--- src/rtl/spi_pkg.sv ---
// Shared types and constants for the FIFO-fed SPI master slice.
package spi_pkg;

    localparam int SPI_BYTE_BITS = 8;
    localparam int SPI_DIV_W     = 8;

    typedef enum logic [2:0] {
        IDLE,
        SHIFT_LO,
        SHIFT_HI,
        CS_HOLD,
        CS_GAP
    } spi_state_t;

endpackage

--- src/rtl/spi_fifo_master_if.sv ---
// Bundle of FIFO-side, SPI-pin and readback signals of spi_fifo_master.
// master = the SPI engine, slave = the surrounding fabric / pads.
interface spi_fifo_master_if;
    import spi_pkg::*;

    logic [SPI_BYTE_BITS-1:0] fifo_data;
    logic                     fifo_last;
    logic                     fifo_empty;
    logic                     fifo_rden;
    logic                     spi_sck;
    logic                     spi_mosi;
    logic                     spi_miso;
    logic                     spi_cs_n;
    logic [SPI_BYTE_BITS-1:0] rd_data;
    logic                     rd_valid;
    logic                     busy;

    modport master (
        input  fifo_data, fifo_last, fifo_empty, spi_miso,
        output fifo_rden, spi_sck, spi_mosi, spi_cs_n, rd_data, rd_valid, busy
    );

    modport slave (
        output fifo_data, fifo_last, fifo_empty, spi_miso,
        input  fifo_rden, spi_sck, spi_mosi, spi_cs_n, rd_data, rd_valid, busy
    );

endinterface

--- src/rtl/spi_fifo_master_clk_div.sv ---
// spi_clk_div: loadable down-counter; tick_o is high while the count sits at zero.
// Loading N gives a tick after N+1 cycles, so callers load (cycles - 1).
module spi_clk_div
    import spi_pkg::*;
(
    input  logic                 clk,
    input  logic                 rst_n,
    input  logic                 load_i,
    input  logic [SPI_DIV_W-1:0] load_val_i,
    output logic                 tick_o
);

    logic [SPI_DIV_W-1:0] cnt_q, cnt_d;

    always_comb begin
        // NOTE: every always_comb output gets a default first so no path can infer a latch.
        cnt_d = cnt_q;
        if (load_i) begin
            cnt_d = load_val_i;
        end else if (cnt_q != '0) begin
            cnt_d = cnt_q - 1'b1;
        end
    end

    always_ff @(posedge clk or negedge rst_n) begin
        if (!rst_n) begin
            cnt_q <= '0;
        end else begin
            // NOTE: state registers use non-blocking assignment so all flops update together.
            cnt_q <= cnt_d;
        end
    end

    assign tick_o = (cnt_q == '0);

endmodule

--- src/rtl/spi_fifo_master.sv ---
// spi_fifo_master: pops bytes from a FWFT FIFO and shifts them out MSB-first on mode-0 SPI,
// holding CS low per packet. Define SPI_FIFO_MASTER_READBACK_EN to return MISO bytes on rd_data.
module spi_fifo_master
    import spi_pkg::*;
#(
    parameter int DIV = 2,
    parameter int GAP = 2
) (
    input logic               clk,
    input logic               rst_n,
    spi_fifo_master_if.master bus
);

    localparam logic [2:0]           BIT_LAST = 3'(SPI_BYTE_BITS - 1);
    localparam logic [SPI_DIV_W-1:0] DIV_LOAD = SPI_DIV_W'(DIV - 1);
    localparam logic [SPI_DIV_W-1:0] GAP_LOAD = SPI_DIV_W'(GAP - 1);

    spi_state_t               state_q, state_d;
    logic [SPI_BYTE_BITS-1:0] shreg_q, shreg_d;
    logic [2:0]               bitcnt_q, bitcnt_d;
    logic                     last_q, last_d;
    logic                     stall_q, stall_d;
    logic                     pop, reload, tick, div_load;
    logic [SPI_DIV_W-1:0]     div_val;
    logic                     sck_q, cs_n_q, mosi_q, busy_q;

    spi_clk_div u_clk_div (
        .clk        (clk),
        .rst_n      (rst_n),
        .load_i     (div_load),
        .load_val_i (div_val),
        .tick_o     (tick)
    );

    always_comb begin
        state_d  = state_q;
        shreg_d  = shreg_q;
        bitcnt_d = bitcnt_q;
        last_d   = last_q;
        stall_d  = stall_q;
        pop      = 1'b0;
        reload   = 1'b0;
        case (state_q)
            IDLE: begin
                if (!bus.fifo_empty) begin
                    pop     = 1'b1;
                    state_d = SHIFT_LO;
                end
            end
            SHIFT_LO: begin
                // Underrun stall reuses SHIFT_LO with SCK parked low until data arrives.
                if (stall_q) begin
                    if (!bus.fifo_empty) begin
                        pop    = 1'b1;
                        reload = 1'b1;
                    end
                end else if (tick) begin
                    state_d = SHIFT_HI;
                end
            end
            SHIFT_HI: begin
                if (tick) begin
                    shreg_d = {shreg_q[SPI_BYTE_BITS-2:0], 1'b0};
                    if (bitcnt_q != BIT_LAST) begin
                        bitcnt_d = bitcnt_q + 3'd1;
                        state_d  = SHIFT_LO;
                    end else if (last_q) begin
                        state_d = CS_HOLD;
                    end else begin
                        state_d = SHIFT_LO;
                        if (!bus.fifo_empty) begin
                            pop = 1'b1;
                        end else begin
                            stall_d = 1'b1;
                        end
                    end
                end
            end
            CS_HOLD: if (tick) state_d = CS_GAP;
            CS_GAP:  if (tick) state_d = IDLE;
            default: state_d = IDLE;
        endcase
        if (pop) begin
            shreg_d  = bus.fifo_data;
            last_d   = bus.fifo_last;
            bitcnt_d = '0;
            stall_d  = 1'b0;
        end
    end

    assign div_load = (state_d != state_q) || reload;
    assign div_val  = (state_d == CS_GAP) ? GAP_LOAD : DIV_LOAD;

    always_ff @(posedge clk or negedge rst_n) begin
        if (!rst_n) begin
            state_q  <= IDLE;
            shreg_q  <= '0;
            bitcnt_q <= '0;
            last_q   <= 1'b0;
            stall_q  <= 1'b0;
            sck_q    <= 1'b0;
            cs_n_q   <= 1'b1;
            mosi_q   <= 1'b0;
            busy_q   <= 1'b0;
        end else begin
            state_q  <= state_d;
            shreg_q  <= shreg_d;
            bitcnt_q <= bitcnt_d;
            last_q   <= last_d;
            stall_q  <= stall_d;
            sck_q    <= (state_d == SHIFT_HI);
            cs_n_q   <= (state_d == IDLE) || (state_d == CS_GAP);
            mosi_q   <= ((state_d == SHIFT_LO) || (state_d == SHIFT_HI)) ? shreg_d[SPI_BYTE_BITS-1] : 1'b0;
            busy_q   <= (state_d != IDLE);
        end
    end

    // The pop strobe is combinational, so it must also be forced low while reset is held.
    assign bus.fifo_rden = pop & rst_n;
    assign bus.spi_sck   = sck_q;
    assign bus.spi_cs_n  = cs_n_q;
    assign bus.spi_mosi  = mosi_q;
    assign bus.busy      = busy_q;

`ifdef SPI_FIFO_MASTER_READBACK_EN
    logic [SPI_BYTE_BITS-1:0] rx_q;
    logic [SPI_BYTE_BITS-1:0] rd_data_q;
    logic                     rd_valid_q;
    logic                     sck_rise, byte_done;

    assign sck_rise  = (state_q == SHIFT_LO) && (state_d == SHIFT_HI);
    assign byte_done = (state_q == SHIFT_HI) && tick && (bitcnt_q == BIT_LAST);

    always_ff @(posedge clk or negedge rst_n) begin
        if (!rst_n) begin
            rx_q       <= '0;
            rd_data_q  <= '0;
            rd_valid_q <= 1'b0;
        end else begin
            if (sck_rise) begin
                rx_q <= {rx_q[SPI_BYTE_BITS-2:0], bus.spi_miso};
            end
            rd_valid_q <= byte_done;
            if (byte_done) begin
                rd_data_q <= rx_q;
            end
        end
    end

    assign bus.rd_data  = rd_data_q;
    assign bus.rd_valid = rd_valid_q;
`else
    logic unused_miso;
    assign unused_miso  = bus.spi_miso;
    assign bus.rd_data  = '0;
    assign bus.rd_valid = 1'b0;
`endif

endmodule

--- src/flat_wrapper.sv ---
// flat-port wrapper written by rule: the top's interface ports become plain ports
module spi_fifo_master_flat import spi_pkg::*;
#(
    parameter int DIV = 2,
    parameter int GAP = 2
)
  (clk, rst_n, bus_fifo_data, bus_fifo_last, bus_fifo_empty, bus_spi_miso, bus_fifo_rden, bus_spi_sck, bus_spi_mosi, bus_spi_cs_n, bus_rd_data, bus_rd_valid, bus_busy);
  spi_fifo_master_if bus_i ();
  input logic clk;
  input logic rst_n;
  input wire logic [$bits(bus_i.fifo_data)-1:0] bus_fifo_data;
  input wire logic [$bits(bus_i.fifo_last)-1:0] bus_fifo_last;
  input wire logic [$bits(bus_i.fifo_empty)-1:0] bus_fifo_empty;
  input wire logic [$bits(bus_i.spi_miso)-1:0] bus_spi_miso;
  output wire logic [$bits(bus_i.fifo_rden)-1:0] bus_fifo_rden;
  output wire logic [$bits(bus_i.spi_sck)-1:0] bus_spi_sck;
  output wire logic [$bits(bus_i.spi_mosi)-1:0] bus_spi_mosi;
  output wire logic [$bits(bus_i.spi_cs_n)-1:0] bus_spi_cs_n;
  output wire logic [$bits(bus_i.rd_data)-1:0] bus_rd_data;
  output wire logic [$bits(bus_i.rd_valid)-1:0] bus_rd_valid;
  output wire logic [$bits(bus_i.busy)-1:0] bus_busy;
  assign bus_i.fifo_data = bus_fifo_data;
  assign bus_i.fifo_last = bus_fifo_last;
  assign bus_i.fifo_empty = bus_fifo_empty;
  assign bus_i.spi_miso = bus_spi_miso;
  assign bus_fifo_rden = bus_i.fifo_rden;
  assign bus_spi_sck = bus_i.spi_sck;
  assign bus_spi_mosi = bus_i.spi_mosi;
  assign bus_spi_cs_n = bus_i.spi_cs_n;
  assign bus_rd_data = bus_i.rd_data;
  assign bus_rd_valid = bus_i.rd_valid;
  assign bus_busy = bus_i.busy;
  spi_fifo_master #(.DIV(DIV), .GAP(GAP)) u_core (.clk(clk), .rst_n(rst_n), .bus(bus_i));
endmodule
--- config.mk ---
export PLATFORM = sky130hd
export DESIGN_NAME = spi_fifo_master_flat
export DESIGN_NICKNAME = d
export VERILOG_FILES = /design/src/rtl/spi_pkg.sv /design/src/rtl/spi_fifo_master_if.sv /design/src/rtl/spi_fifo_master_clk_div.sv /design/src/rtl/spi_fifo_master.sv /design/src/flat_wrapper.sv
export SDC_FILE = /design/constraint.sdc
export NUM_CORES = 1
export LEC_CHECK = 0
export BUFFER_PORTS_ARGS = -buffer_cell sky130_fd_sc_hd__buf_2
export CAP_MARGIN = 15
export CORE_ASPECT_RATIO = 1.4
export CORE_MARGIN = 8
export CORE_UTILIZATION = 45
export CTS_CLUSTER_DIAMETER = 60
export CTS_CLUSTER_SIZE = 25
export DETAILED_ROUTE_END_ITERATION = 10
export PLACE_DENSITY = 0.66
export SYNTH_ARGS = -nofsm -noshare
export SYNTH_HDL_FRONTEND = slang
export SYNTH_SLANG_ARGS = --single-unit
--- constraint.sdc ---
create_clock -name clk -period 4.5 [get_ports clk]
set_input_delay 0.225 -clock clk [delete_from_list [all_inputs] [get_ports clk]]
set_output_delay 0.225 -clock clk [all_outputs]
set_load 0.01 [all_outputs]
=== Word level (Yosys, flattened, before mapping) ===
Index checks and enable logic that the tools add are counted.

* $mul: 0
* Reduce and logical (&&, ||, !) cells: 16
* Bitwise gates (word level): 1
* Shifts and indexed selects: 0
* Div/mod/pow operators: 0
* Magnitude comparators: 0
* Muxes and demuxes: 32
* Eq/ne operators: 11
* Add/subtract/negate cells: 2

{| class="wikitable"
|+ Operators with widths
! operator !! number
|-
| 8-bit 2-to-1 mux || 5
|-
| 3-bit 2-to-1 mux || 11
|-
| 3-bit one-hot mux with 5 select lines || 1
|-
| 1-bit 2-to-1 mux || 13
|-
| 2-bit nonzero test || 5
|-
| 3-bit by 2-bit == test with 1-bit output (second input constant) || 3
|-
| 8-bit logical NOT || 1
|-
| 8-bit nonzero test || 1
|-
| 8-bit by 1-bit subtractor with 8-bit output (second input constant) || 1
|-
| 3-bit by 1-bit == test with 1-bit output (second input constant) || 2
|-
| 3-bit == test (second input constant) || 2
|-
| 3-bit logical NOT || 2
|-
| 5-bit AND reduction || 1
|-
| 3-bit by 1-bit adder with 3-bit output (second input constant) || 1
|-
| 1-bit logical OR || 3
|-
| 3-bit inequality test || 1
|-
| 3-bit inequality test (second input constant) || 1
|-
| 1-bit one-hot mux with 3 select lines || 1
|-
| 3-bit AND reduction || 1
|-
| 3-bit nonzero test || 1
|-
| 2-bit 2-to-1 mux || 1
|-
| 2-bit by 1-bit inequality test with 1-bit output (second input constant) || 1
|-
| 2-bit inequality test (second input constant) || 1
|-
| 2-bit AND reduction || 1
|-
| 1-bit bitwise AND || 1
|}

* Register bits: 28
* Latch bits: 0
* Word-level logic and storage cells: 73
* ROM bits: 0
* Input port bits: 13
* Memory bits (writable): 0
* Memories kept: 0
* Output and inout port bits: 14

=== Longest topological paths before layout ===
* Depth after elaboration: 7
* Gate-level depth with buffers: 8
* Gate-level depth less buffers: 7

=== Hierarchy ===
From an unflattened synthesis, not the netlist that was laid out.

* Cell total of the unflattened synthesis: 162
* Area, all modules: 1580.3 µm²

{| class="wikitable"
|+ By module, submodules not included
! module !! cells an instance !! sequential area each (µm²) !! area each (µm²) !! times used
|-
| spi_fifo_master || 108 || 501.7 || 1103.6 || 1
|-
| spi_clk_div || 54 || 200.2 || 476.7 || 1
|}

=== Worst setup path after synthesis ===
No wires, ideal clock.

* Kind: register to output
* Start: register u_core.u_clk_div.cnt_q[0]
* End: output port bus_fifo_rden
* Setup slack: 2429 ps
* Buffers on the path: 1
* Arrival time: 1846 ps
* Required time: 4275 ps
* Cell stages (with the launch flop): 8
* Cell sequence: dfrtp_1 inv_1 ha_1 or4b_4 nor2_8 a31oi_4 buf_6 nor2b_1

* Longest elaborated chain between the ends: 4

{| class="wikitable"
|+ Ends and longest elaborated chain
! what !! line !! source
|-
| start: declaration || spi_fifo_master_clk_div.sv:13 || <nowiki>logic [SPI_DIV_W-1:0] cnt_q, cnt_d;</nowiki>
|-
| start signal: assignment || spi_fifo_master_clk_div.sv:30 || <nowiki>cnt_q <= cnt_d;</nowiki>
|-
| 8-bit logical NOT || spi_fifo_master_clk_div.sv:34 || <nowiki>assign tick_o = (cnt_q == '0);</nowiki>
|-
| 1-bit 2-to-1 mux || spi_fifo_master.sv:62 || <nowiki>if (tick) begin</nowiki>
|-
| 1-bit one-hot mux with 3 select lines || spi_fifo_master.sv:43 || <nowiki>case (state_q)</nowiki>
|-
| 1-bit bitwise AND || spi_fifo_master.sv:119 || <nowiki>assign bus.fifo_rden = pop & rst_n;</nowiki>
|-
| end: declaration || flat_wrapper.sv:15 || <nowiki>output wire logic [$bits(bus_i.fifo_rden)-1:0] bus_fifo_rden;</nowiki>
|}

No other way between the ends.

=== Worst setup path after layout ===
Ends and elaborated chain as after synthesis.

==> summary.txt <==
Critical path
  • Required time of the critical path: 4.28 ns
  • CP peak stage delay: 0.55 ns
  • CP endpoint kind: output pin
  • Reg2Reg Depth: 7
  • CP endpoint: bus_fifo_rden
  • Worst path slowest cell: or4b_4
  • Critical path launch point type: register
  • CP cell instances: inv_1 > ha_1 > or4b_4 > nor2_8 > a31oi_4 > nor2b_1 > buf_2
  • Crit path DAT: 2.43 ns
  • Worst-path maximum fanout: 21
  • Setup crit start: u_core.u_clk_div.cnt_q[0]
  • Critical R2R Launch: u_core.u_clk_div.cnt_q[0]
  • Worst R2R End: u_core.bus.spi_mosi
  • Reg2reg setup slack: 1.92 ns
  • Critical path class: register to output pin

Pwr
  • Maximum VDD drop: 0.290 mV
  • Power Dens Cells: 637 nW/µm²
  • P_leak: 0.000808 µW

Detailed routing
  • Met2 WL: 1.61 mm
  • Initial DRC Count: 23
  • Routed wire per std cell: 13.6 µm
  • Routed vias/inst: 5.26
  • Wirelength, routed: 2.86 mm
  • Top Metal Used: met4
  • Post-Route M1 WL: 1.12 mm
  • Drt drc: 0
  • Vias: 1,104
  • Routed wl met3: 95 µm
  • Drt pass-1 iters: 4
  • Final ANT Viol Nets: 0

Global route
  • First-pass GRT wire length: 5.17 mm
  • Largest net degree at the start of global routing: 30
  • Final global-route overflow total: 0
  • Number of global-route vias before repair: 1,197
  • GRT Util Overall: 0.111
  • Initial antenna violation count: 0

Synthesis
  • Netlist cell types: 42
  • Sequential share of the synthesized area: 0.452
  • Most used DFF post-synth: dfrtp_1
  • Synth Cell Area: 1550 µm²
  • Post-synthesis cell count: 155
  • Leading post-synthesis cells by cell area: dfrtp_1, mux2i_1, a21oi_1
  • Ys async rst share: 1.00
  • Synth Register Bits: 28
  • Yosys warns: 0
  • Yosys top cell by area: dfrtp_1
  • Share of the synthesized area in the top cell type: 0.435
  • EDFF count, synth: 0
  • Synthesized area per cell: 10.0 µm²

Timing
  • RSZ-0062 raised after global routing: false
  • Final period utilization: 0.589
  • Worst Skew: 0.00345 ns
  • Slew headroom: 0.570
  • Actual slew at the worst max-slew pin: 0.645 ns
  • Max Clock Freq: 377 MHz
  • Hold Fails Final Rpt: 0
  • Max Slew Vio Count: 0
  • Setup tns final: 0 ns
  • Crit path time final: 2.65 ns
  • Final setup vio count: 0

Clock network
  • Root Buffer: clkbuf_8
  • Clock Path Buffers: 2
  • CTS tree: done
  • Clock transition at the registers of the reported paths: 0.09 ns
  • H-tree depth: 1
  • CTS Buf Count: 3
  • Post-CTS Setup Bufs: 0
  • Later-pin clock latency in the skew report: 0.27 ns
  • Sink Count: 28

Place
  • Final HPWL from detailed placement: 2.22 mm
  • Port Buf Inserts: 16
  • GPL Wtd Cong: 0.805
  • Placed Cells: 205

Floorplanning
  • Core area: 3350 µm²
  • Die area: 5620 µm²
  • Io pins: 27
  • Starting Density: 0.464
  • Die Y: 85.5 µm
  • Row count: 25
  • Die X: 65.7 µm

Layout
  • P&R area growth vs syn: 8.21%
  • Core Util, Final: 0.502
  • Most common cell after layout, fill and taps aside: dfrtp_1
  • Share of cells above drive strength 1: 0.188
  • Most frequent cells in the layout: dfrtp_1, nor2_1, buf_2
  • Ant diodes: 0
  • Filler cells: 324
  • Final net count: 187
  • Layout Cells excl Fill: 210

Min path
  • HP Class: input port to register

Job
  • MaxCap Viol Count: 0

Status
  • Status: finished, final reports clean
## worst min path at each step
stage	from	end	slack, ns	depth (start not counted)
2_1_floorplan	rst_n	u_core.bitcnt_q[0]	-0.07	0
3_3_place_gp	rst_n	u_core.u_clk_div.cnt_q[3]	0.27	1
3_5_place_dp	rst_n	u_core.u_clk_div.cnt_q[4]	0.29	1
4_1_cts	bus_fifo_last	u_core.last_q	0.17	2
5_1_grt	bus_fifo_last	u_core.last_q	0.18	2
6_report	bus_fifo_last	u_core.last_q	0.18	2
## cells in the mapped netlist, types with 2 or more instances
cell type  instances
o22ai_1            2
a21boi_0           3
nand2b_1           6
buf_2              3
inv_1              5
xnor2_1            2
buf_4              9
nor3_1             8
nand3_1            2
a21oi_1           15
ha_1               3
nand4_1            2
mux2_4             2
nor2b_1            2
dfrtp_1           27
nand2_1           11
mux2i_1            8
o21ai_0            5
nor2_1            17
## metrics by stage
| step | hold WS (ns) | cell area [µm²] | worst slack [ns] | power (µW) |
|---|---|---|---|---|
| 4_1_cts | 0.174 | 1680 | 1.82 | 1090 |
| 2_1_floorplan | -0.0706 | 1580 | 2.43 | 828 |
| 3_5_place_dp | 0.287 | 1620 | 1.90 | 929 |
| 5_1_grt | 0.181 | 1680 | 1.66 | 1160 |
| 3_3_place_gp | 0.274 | 1620 | 1.96 | 902 |
| 6_report | 0.179 | 1680 | 1.85 | 1070 |
## cells by family (layout without fill, tap and decap cells)
family,after synthesis,after routing,share of synthesized area
AOI/OAI and AO/OA,31,31,0.131
xor gates and xnor gates,3,3,0.0169
adders and majority gates,3,3,0.0242
buffers and inverters,19,26,0.0749
DFF,28,28,0.452
muxes,11,11,0.0781
other,1,9,0.00241
and+or+nand+nor,59,59,0.221
## layer usage
metal,GRT usage,vias up
met5,0,-
met4,0.0478,0
met3,0.0209,4
met2,0.209,15
met1,0.111,532
li1,-,553
## what timing repair did
item / CTS / global route
hold buffers: 1 / 0
gates resized for setup: 0 / 0
endpoints found under the setup margin: 0 / 0
hold endpoints to repair: 27 / 0
## state kept, by name, summed over array words and instances (netlist names)
register	cells
u_core.shreg_q	8
u_core.u_clk_div.cnt_q	8
u_core.bitcnt_q	3
u_core.state_q	3
u_core.bus.busy	1
u_core.bus.spi_cs_n	1
u_core.bus.spi_mosi	1
u_core.bus.spi_sck	1
u_core.last_q	1
u_core.stall_q	1
## area by class of cell
| cell class | count | area (µm²) | share of cell area |
|---|---|---|---|
| timing repair buffer | 17 | 90.1 | 0.0536 |
| sequential | 28 | 702 | 0.417 |
| tap | 40 | 50.0 | 0.0298 |
| inverter | 5 | 18.8 | 0.0112 |
| multi-input combinational | 116 | 766 | 0.455 |
| clock buffer | 4 | 55.1 | 0.0327 |
## power by group
part / switching [µW] / leakage [µW] / internal [µW]
Combinational: 254 / 0.000435 / 216
Sequential: 90.4 / 0.000345 / 356
Clock: 76.5 / 0.0000288 / 78.3
Total: 420 / 0.000808 / 651
## worst max-delay path, delay by kind of cell (launching register included)
kind / cells / cell delay [ns]
flops: 1 / 0.41
simple gates: 3 / 0.96
compound gates: 1 / 0.26
buf+inv: 2 / 0.24
fa+ha+maj: 1 / 0.26
Power figures use the tool's default switching activity.
